### src/rtl/gcd_pkg.sv
// Shared definitions for the parametrised GCD engine.
//   state_t     : controller state encoding (IDLE / CALC / DONE)
//   MODE_*      : algorithm select values for the MODE parameter
package gcd_pkg;

   typedef enum logic [1:0] {
      ST_IDLE = 2'd0,
      ST_CALC = 2'd1,
      ST_DONE = 2'd2
   } state_t;

   localparam int MODE_EUCLID = 0;
   localparam int MODE_STEIN  = 1;

endpackage

### src/rtl/gcd_step.sv
// One GCD iteration, purely combinational.
//   a_i, b_i, k_i : current operands and common power-of-two count
//   a_o, b_o, k_o : operands and count after this iteration
//   term_o        : operands have converged; res_o carries the gcd
//   res_o         : final result (already re-scaled by 2^k)
// MODE selects subtractive Euclid (0) or binary Stein (1).
module gcd_step
   import gcd_pkg::*;
#(
   parameter int WIDTH = 16,
   parameter int MODE  = MODE_EUCLID,
   parameter int KW    = $clog2(WIDTH) + 1
) (
   input  logic [WIDTH-1:0] a_i,
   input  logic [WIDTH-1:0] b_i,
   input  logic [KW-1:0]    k_i,
   output logic [WIDTH-1:0] a_o,
   output logic [WIDTH-1:0] b_o,
   output logic [KW-1:0]    k_o,
   output logic             term_o,
   output logic [WIDTH-1:0] res_o
);

   always_comb begin
      a_o    = a_i;
      b_o    = b_i;
      k_o    = k_i;
      term_o = 1'b0;
      res_o  = '0;
      if (a_i == '0) begin
         term_o = 1'b1;
         res_o  = b_i << k_i;
      end else if ((b_i == '0) || (a_i == b_i)) begin
         term_o = 1'b1;
         res_o  = a_i << k_i;
      end else if (MODE == MODE_EUCLID) begin
         if (a_i < b_i) b_o = b_i - a_i;
         else           a_o = a_i - b_i;
      end else begin
         // Common factors of two are stripped together and counted in k,
         // then restored by the final shift.
         if (!a_i[0] && !b_i[0]) begin
            a_o = a_i >> 1;
            b_o = b_i >> 1;
            k_o = k_i + KW'(1);
         end else if (!a_i[0]) begin
            a_o = a_i >> 1;
         end else if (!b_i[0]) begin
            b_o = b_i >> 1;
         end else if (a_i > b_i) begin
            a_o = a_i - b_i;
         end else begin
            b_o = b_i - a_i;
         end
      end
   end

endmodule

### src/rtl/gcd_engine_param.sv
// Parametrised GCD engine: controller, operand registers, iteration
// counter and valid/ready handshakes.
//   clk, rst_n            : clock, async active-low reset
//   in_valid/in_ready     : operand handshake (accepted only in IDLE)
//   a_in, b_in            : operands
//   abort                 : drop the current computation/result
//   out_valid/out_ready   : result handshake (held in DONE)
//   gcd_out, cycles_out   : result and saturating CALC cycle count
//
// state | meaning
// IDLE  | waiting for operands, in_ready=1
// CALC  | one gcd_step iteration per cycle
// DONE  | result presented, out_valid=1, held until out_ready
module gcd_engine_param
   import gcd_pkg::*;
#(
   parameter int WIDTH = 16,
   parameter int MODE  = MODE_EUCLID,
   parameter int CYC_W = 16
) (
   input  logic             clk,
   input  logic             rst_n,
   input  logic             in_valid,
   output logic             in_ready,
   input  logic [WIDTH-1:0] a_in,
   input  logic [WIDTH-1:0] b_in,
   input  logic             abort,
   output logic             out_valid,
   input  logic             out_ready,
   output logic [WIDTH-1:0] gcd_out,
   output logic [CYC_W-1:0] cycles_out
);

   localparam int KW = $clog2(WIDTH) + 1;

   state_t           state_q, state_d;
   logic [WIDTH-1:0] a_q, b_q, gcd_q;
   logic [KW-1:0]    k_q;
   logic [CYC_W-1:0] cnt_q, cyc_q, cnt_inc;

   logic [WIDTH-1:0] a_nxt, b_nxt, res;
   logic [KW-1:0]    k_nxt;
   logic             term;

   gcd_step #(
      .WIDTH (WIDTH),
      .MODE  (MODE),
      .KW    (KW)
   ) u_step (
      .a_i    (a_q),
      .b_i    (b_q),
      .k_i    (k_q),
      .a_o    (a_nxt),
      .b_o    (b_nxt),
      .k_o    (k_nxt),
      .term_o (term),
      .res_o  (res)
   );

   assign cnt_inc = (&cnt_q) ? cnt_q : cnt_q + CYC_W'(1);

   always_comb begin
      state_d = state_q;
      case (state_q)
         ST_IDLE: if (in_valid) state_d = ST_CALC;
         ST_CALC: begin
            if (abort)     state_d = ST_IDLE;
            else if (term) state_d = ST_DONE;
         end
         ST_DONE: begin
            if (abort || out_ready) state_d = ST_IDLE;
         end
         default: state_d = ST_IDLE;
      endcase
   end

   always_ff @(posedge clk or negedge rst_n) begin
      if (!rst_n) state_q <= ST_IDLE;
      else        state_q <= state_d;
   end

   always_ff @(posedge clk or negedge rst_n) begin
      if (!rst_n) begin
         a_q   <= '0;
         b_q   <= '0;
         k_q   <= '0;
         cnt_q <= '0;
         gcd_q <= '0;
         cyc_q <= '0;
      end else if ((state_q == ST_IDLE) && in_valid) begin
         a_q   <= a_in;
         b_q   <= b_in;
         k_q   <= '0;
         cnt_q <= '0;
      end else if ((state_q == ST_CALC) && !abort) begin
         a_q   <= a_nxt;
         b_q   <= b_nxt;
         k_q   <= k_nxt;
         cnt_q <= cnt_inc;
         if (term) begin
            gcd_q <= res;
            cyc_q <= cnt_inc;
         end
      end
   end

   assign in_ready   = (state_q == ST_IDLE);
   assign out_valid  = (state_q == ST_DONE);
   assign gcd_out    = gcd_q;
   assign cycles_out = cyc_q;

endmodule

### config.mk
export PLATFORM = sky130hd
export DESIGN_NAME = gcd_engine_param
export DESIGN_NICKNAME = d
export VERILOG_FILES = /design/src/rtl/gcd_pkg.sv /design/src/rtl/gcd_step.sv /design/src/rtl/gcd_engine_param.sv
export SDC_FILE = /design/constraint.sdc
export NUM_CORES = 1
export LEC_CHECK = 0
export ABC_AREA = 1
export CAP_MARGIN = 20
export CORE_MARGIN = 3
export CORE_UTILIZATION = 59
export CTS_BUF_LIST = sky130_fd_sc_hd__clkbuf_2 sky130_fd_sc_hd__clkbuf_4 sky130_fd_sc_hd__clkbuf_8
export DETAILED_ROUTE_END_ITERATION = 8
export PLACE_DENSITY = 0.87
export SLEW_MARGIN = 20
export SYNTH_ARGS = -nofsm -noshare
export SYNTH_HDL_FRONTEND = slang
export SYNTH_SLANG_ARGS = --single-unit
### constraint.sdc
create_clock -name clk -period 2.7 [get_ports clk]
set_input_delay 0.54 -clock clk [delete_from_list [all_inputs] [get_ports clk]]
set_output_delay 0.54 -clock clk [all_outputs]
set_load 0.02 [all_outputs]
# After elaboration in Yosys (flattened, before gate mapping)
# Cells that the tools add are included.
dict set report classes {
  add_sub_neg 3
  multipliers 0
  n_div 0
  magnitude_cmp 1
  n_eq_ne 9
  shifts 0
  mux 22
  bitwise_logic 1
  reduce_logical 15
}
# cell count
set ops {}
lappend ops {{two-way mux 16 bit} 15}
lappend ops {{zero test 16 bit} 2}
lappend ops {{subtractor 16 bit} 2}
lappend ops {{adder 16 x 1 -> 16 bit (second input constant)} 1}
lappend ops {{equality test 16 bit} 1}
lappend ops {{< comparator 16 bit} 1}
lappend ops {{AND reduction 16 bit} 1}
lappend ops {{two-way mux 2 bit} 4}
lappend ops {{inequality test 2 bit (second input constant)} 4}
lappend ops {{AND reduction 4 bit} 2}
lappend ops {{one-hot mux 2 bit (3 select lines)} 1}
lappend ops {{AND reduction 3 bit} 2}
lappend ops {{nonzero test 2 bit} 2}
lappend ops {{inequality test 3 bit (second input constant)} 1}
lappend ops {{equality test 2 x 1 -> 1 bit (second input constant)} 1}
lappend ops {{equality test 2 bit (second input constant)} 1}
lappend ops {{logical AND 1 bit} 2}
lappend ops {{zero test 2 bit} 1}
lappend ops {{logical OR 1 bit} 2}
lappend ops {{two-way mux 1 bit} 2}
lappend ops {{inequality test 2 x 1 -> 1 bit (second input constant)} 1}
lappend ops {{zero test 1 bit} 1}
lappend ops {{NOT 1 bit} 1}
dict set report totals {
  register_bits 82
  latch_bits 0
  ramBits 0
  mem_bits_ro 0
  memories 0
}

# Longest topological paths before layout
dict set report logic_depth {
  depth_word 7
  mapped_depth 16
  depth_no_buf 14
}

# Modules after synthesis
# A second synthesis with hierarchy kept.
dict set report hier_totals {
  hier_cells 1325
  area_unflattened_um2 8120.3
}
# mod instances cells_each area_each_um2
set modules_own_cells {}
lappend modules_own_cells {gcd_step 1 827 4144.0}
lappend modules_own_cells {gcd_engine_param 1 498 3976.3}

# Worst setup path before layout
# No wires, ideal clock.
dict set report synth_path {
  path_kind {register to register}
  start {reg a_q[0]}
  end {reg a_q[2]}
  setup_time_ns 0.074
  arrival_ns 1.981
  t_required_ns 2.626
  path_slack_ns 0.645
  path_stages_with_launch 16
  n_path_buf 1
  period_less_slack_ns 2.055
  cell_sequence {dfrtp_1 -> inv_1 -> ha_1 -> fa_1 -> inv_1 -> nand2_1 -> nand2_1 -> nand2_1 -> nand2_1 -> nand2_1 -> nand3_1 -> nand2_4 -> nand2_2 -> buf_6 -> nand2_1 -> o21ai_2}
}
dict set report synth_via {
  elab_chain_len 6
  word_cells_on_any_way 14
}
# item line
set synth_lines {}
lappend synth_lines {{start: declaration} gcd_engine_param.sv:37} ;# logic [WIDTH-1:0] a_q, b_q, gcd_q;
lappend synth_lines {{start signal: assignment} gcd_engine_param.sv:91} ;# a_q <= a_in;
lappend synth_lines {{start signal: assignment} gcd_engine_param.sv:96} ;# a_q <= a_nxt;
lappend synth_lines {{subtractor 16 bit} gcd_step.sv:38} ;# else a_o = a_i - b_i;
lappend synth_lines {{two-way mux 16 bit} gcd_step.sv:37} ;# if (a_i < b_i) b_o = b_i - a_i;
lappend synth_lines {{two-way mux 16 bit} gcd_step.sv:33} ;# end else if ((b_i == '0) || (a_i == b_i)) begin
lappend synth_lines {{two-way mux 16 bit} gcd_step.sv:30} ;# if (a_i == '0) begin
lappend synth_lines {{two-way mux 16 bit} gcd_engine_param.sv:95} ;# end else if ((state_q == ST_CALC) && !abort) begin
lappend synth_lines {{two-way mux 16 bit} gcd_engine_param.sv:90} ;# end else if ((state_q == ST_IDLE) && in_valid) begin
# Parallel ways exist; a longest one is shown, timed or not. The select of a mux whose other input is x is not followed.
# A chain may end at the register's enable or synchronous reset.

# Worst setup path after layout
dict set report layout_path {
  start {reg a_q[0]}
  end {reg a_q[3]}
}
# The elaborated chain is that of the path after synthesis.

==> impl_metrics.ini <==
[global_routing]
grt_pass1_vias = 5760
overflow = 0
grt_max_degree = 49
track_usage_pct = 30.5
grt_pass1_wl_um = 27700
antenna_found_initial = 0

[pwr]
power_leakage_nw = 3.63
p_total_mw = 8.41
ir_worst_vdd_mv = 0.946
power_density_mw_per_mm2 = 1190

[clock_tree]
cts_inserted_buffers = 9
tritoncts = built
cts_hold_buf = 0
htreeDepth = 3
cts-root-buf = clkbuf_8
clk_latency_ns = 0.37
clk_pin_slew_worst_paths_ns = 0.09
cts_resized = 0
clk_path_buf_depth = 2
clock_sinks = 82
post_cts_buffers = 0

[critical_path]
required_ns = 3.00
worstPathMaxFanout = 13
crit_path_max_incr_delay_ns = 0.43
worstPathCellList = inv_1 > ha_1 > fa_1 > inv_1 > nand2_1 > nand2_1 > nand2_1 > nand2_1 > nand2_1 > nand3_1 > nand2_4 > inv_1 > nand2_1 > nand3_1
start_kind = flop
slowest_stage = dfrtp_1
timing_worst_setup_path_type = flop to flop
endpoint_kind = flop
arrival_ns = 2.82
path_common_cell = nand2_1

[synthesis]
synth.area.top_cells = dfrtp_1 (34%), nand2_1 (20%), inv_1 (7.6%)
syn-instance-count = 885
yosys.area.top_type = dfrtp_1
synth_edf_count = 0
synth_seq_cells = 82
synth_area_per_cell_um2 = 6.77
synth_top_area_share_pct = 34.2
yosysSeqAreaShare_pct = 34.2
synth_cell_type_count = 37
ys_warn_count = 0
ys.flop_type = dfrtp_1
synth_area_mm2 = 0.00600
synth_fp_nets = 956
async_reset_ff_share_pct = 100

[layout]
final_cell_area_mm2 = 0.00704
fill_cells = 839
stdcell_count = 1095
final_common_cell = nand2_1
drive_gt1_share_pct = 7.28
nNetsFinal = 1028
final_cell_mix = nand2_1 (325), inv_1 (122), nand3_1 (82), dfrtp_1 (82), clkdlybuf4s50_1 (69)
area_growth_pct = 17.4
n_antenna_cell = 0

[die]
die-area_mm2 = 0.0114
ioPinCount = 71
start_util_pct = 61.1
dieWidth_um = 107
row_count = 36
core_area_mm2 = 0.00982
fp.dieH_um = 107

[place]
numPortBuffers = 70
detailed_place_hpwl_um = 12900
dp_cells = 1079
placed_area_mm2 = 0.00684
gp_congestion = 0.959
post-place-ws_ns = 0.217

[routing]
ant_nets = 0
drt_iter0_markers = 543
drc = 0
via_per_inst = 5.57
routedWlPerCell_um = 15.4
dr.pass1.iters = 5
wl_um = 16800
via_count = 6103

[sta]
min_period_over_period_pct = 93.4
worst_pin_slew_ns = 0.628
slew_violations = 0
slew_headroom_pct = 58.1
finalSetupViolCount = 0
setup-tns-final_ns = 0
rsz0062_at_grt = no
fin_ws_ns = 0.179
fmax_ghz = 0.397
period_needed_ns = 2.52
skew_ns = 0.00961
hold_violations = 0

[hold_path]
hold_class = input pin to asynchronous set/reset pin

[run]
max-cap-violations = 0

[outcome]
status = complete, no violations
-- synthesized netlist by cell type, types with 4 or more instances --
| cell | number |
|---|---|
| buf_6 | 4 |
| a22oi_1 | 16 |
| o21ai_0 | 36 |
| nor3_1 | 10 |
| ha_1 | 32 |
| nand3_1 | 82 |
| nand2_2 | 8 |
| nor2_4 | 4 |
| dfrtp_1 | 82 |
| a21oi_1 | 21 |
| nand3b_1 | 5 |
| clkbuf_1 | 7 |
| xor2_1 | 13 |
| o21ai_2 | 9 |
| nand4_1 | 5 |
| inv_1 | 122 |
| nand2_1 | 325 |
| clkbuf_2 | 4 |
| inv_2 | 4 |
| nor2_1 | 45 |
| buf_2 | 8 |
| o21ai_1 | 16 |
-- routing by layer --
layer / wire length, um / global-route usage [%] / vias up / part of all wire (%)
li1: - / - / 2926 / -
met2: 7920 / 49.8 / 289 / 47
met1: 6700 / 39.1 / 2821 / 40
met4: 773 / 13.5 / 0 / 4.6
met3: 1450 / 6.26 / 67 / 8.6
met5: 0 / 0 / - / 0
-- cell families after synthesis --
group	after synthesis	share of synthesized area, %
flip-flops	82	34.2
AND/OR/NAND/NOR	496	35.5
adder cells (fa/ha/maj)	34	7.35
buffers and inverters	153	10.5
AO/OA/AOI/OAI	104	10.1
XOR/XNOR	16	2.34
-- report_power, final --
part | switching [mW] | internal (mW) | total, mW
Combinational | 3.74 | 1.96 | 5.70
Clock | 0.495 | 0.369 | 0.864
Sequential | 0.335 | 1.51 | 1.84
-- area by class of cell --
cell class | instances | area, um^2 | share of cell area, %
Inverter | 126 | 473 | 6.72
Multi-Input combinational cell | 650 | 3330 | 47.3
Clock inverter | 6 | 48.8 | 0.693
Tap cell | 133 | 166 | 2.36
Timing Repair Buffer | 88 | 833 | 11.8
Clock buffer | 10 | 138 | 1.95
Sequential cell | 82 | 2050 | 29.1
-- sequential cells by signal, summed over array words and instances (netlist names) --
register / cells
cycles_out: 16
state_q: 2
gcd_out: 16
cnt_q: 16
b_q: 16
a_q: 16
-- worst paths after layout --
| path | cells after the start | endpoint | from | slack (ns) |
|---|---|---|---|---|
| worst max register to register | 14 | a_q[3] | a_q[0] | 0.18 |
| worst min-delay path | 1 | cycles_out[4] | rst_n | 0.18 |
| worst max-delay path | 14 | a_q[3] | a_q[0] | 0.18 |
| max in group asynchronous | 2 | cycles_out[12] | rst_n | 1.84 |
| min in group clk | 2 | cycles_out[8] | cycles_out[8] | 0.49 |
| worst min register to register | 2 | cycles_out[8] | cycles_out[8] | 0.49 |
-- metrics by stage --
step           hold slack (ns)  utilization (%)
2_1_floorplan            0.244                -
3_3_place_gp             0.462             69.7
3_5_place_dp             0.471             69.7
4_1_cts                  0.203             71.6
5_1_grt                  0.205             71.7
6_report                 0.181             71.7
-- critical path, delay by kind of cell, from the launching register on --
| family | cells | cell delay [ns] |
|---|---|---|
| buffers and inverters | 3 | 0.45 |
| flip-flops | 1 | 0.43 |
| AND/OR/NAND/NOR | 9 | 0.91 |
| adder cells (fa/ha/maj) | 2 | 0.66 |
Power figures use the tool's default switching activity.
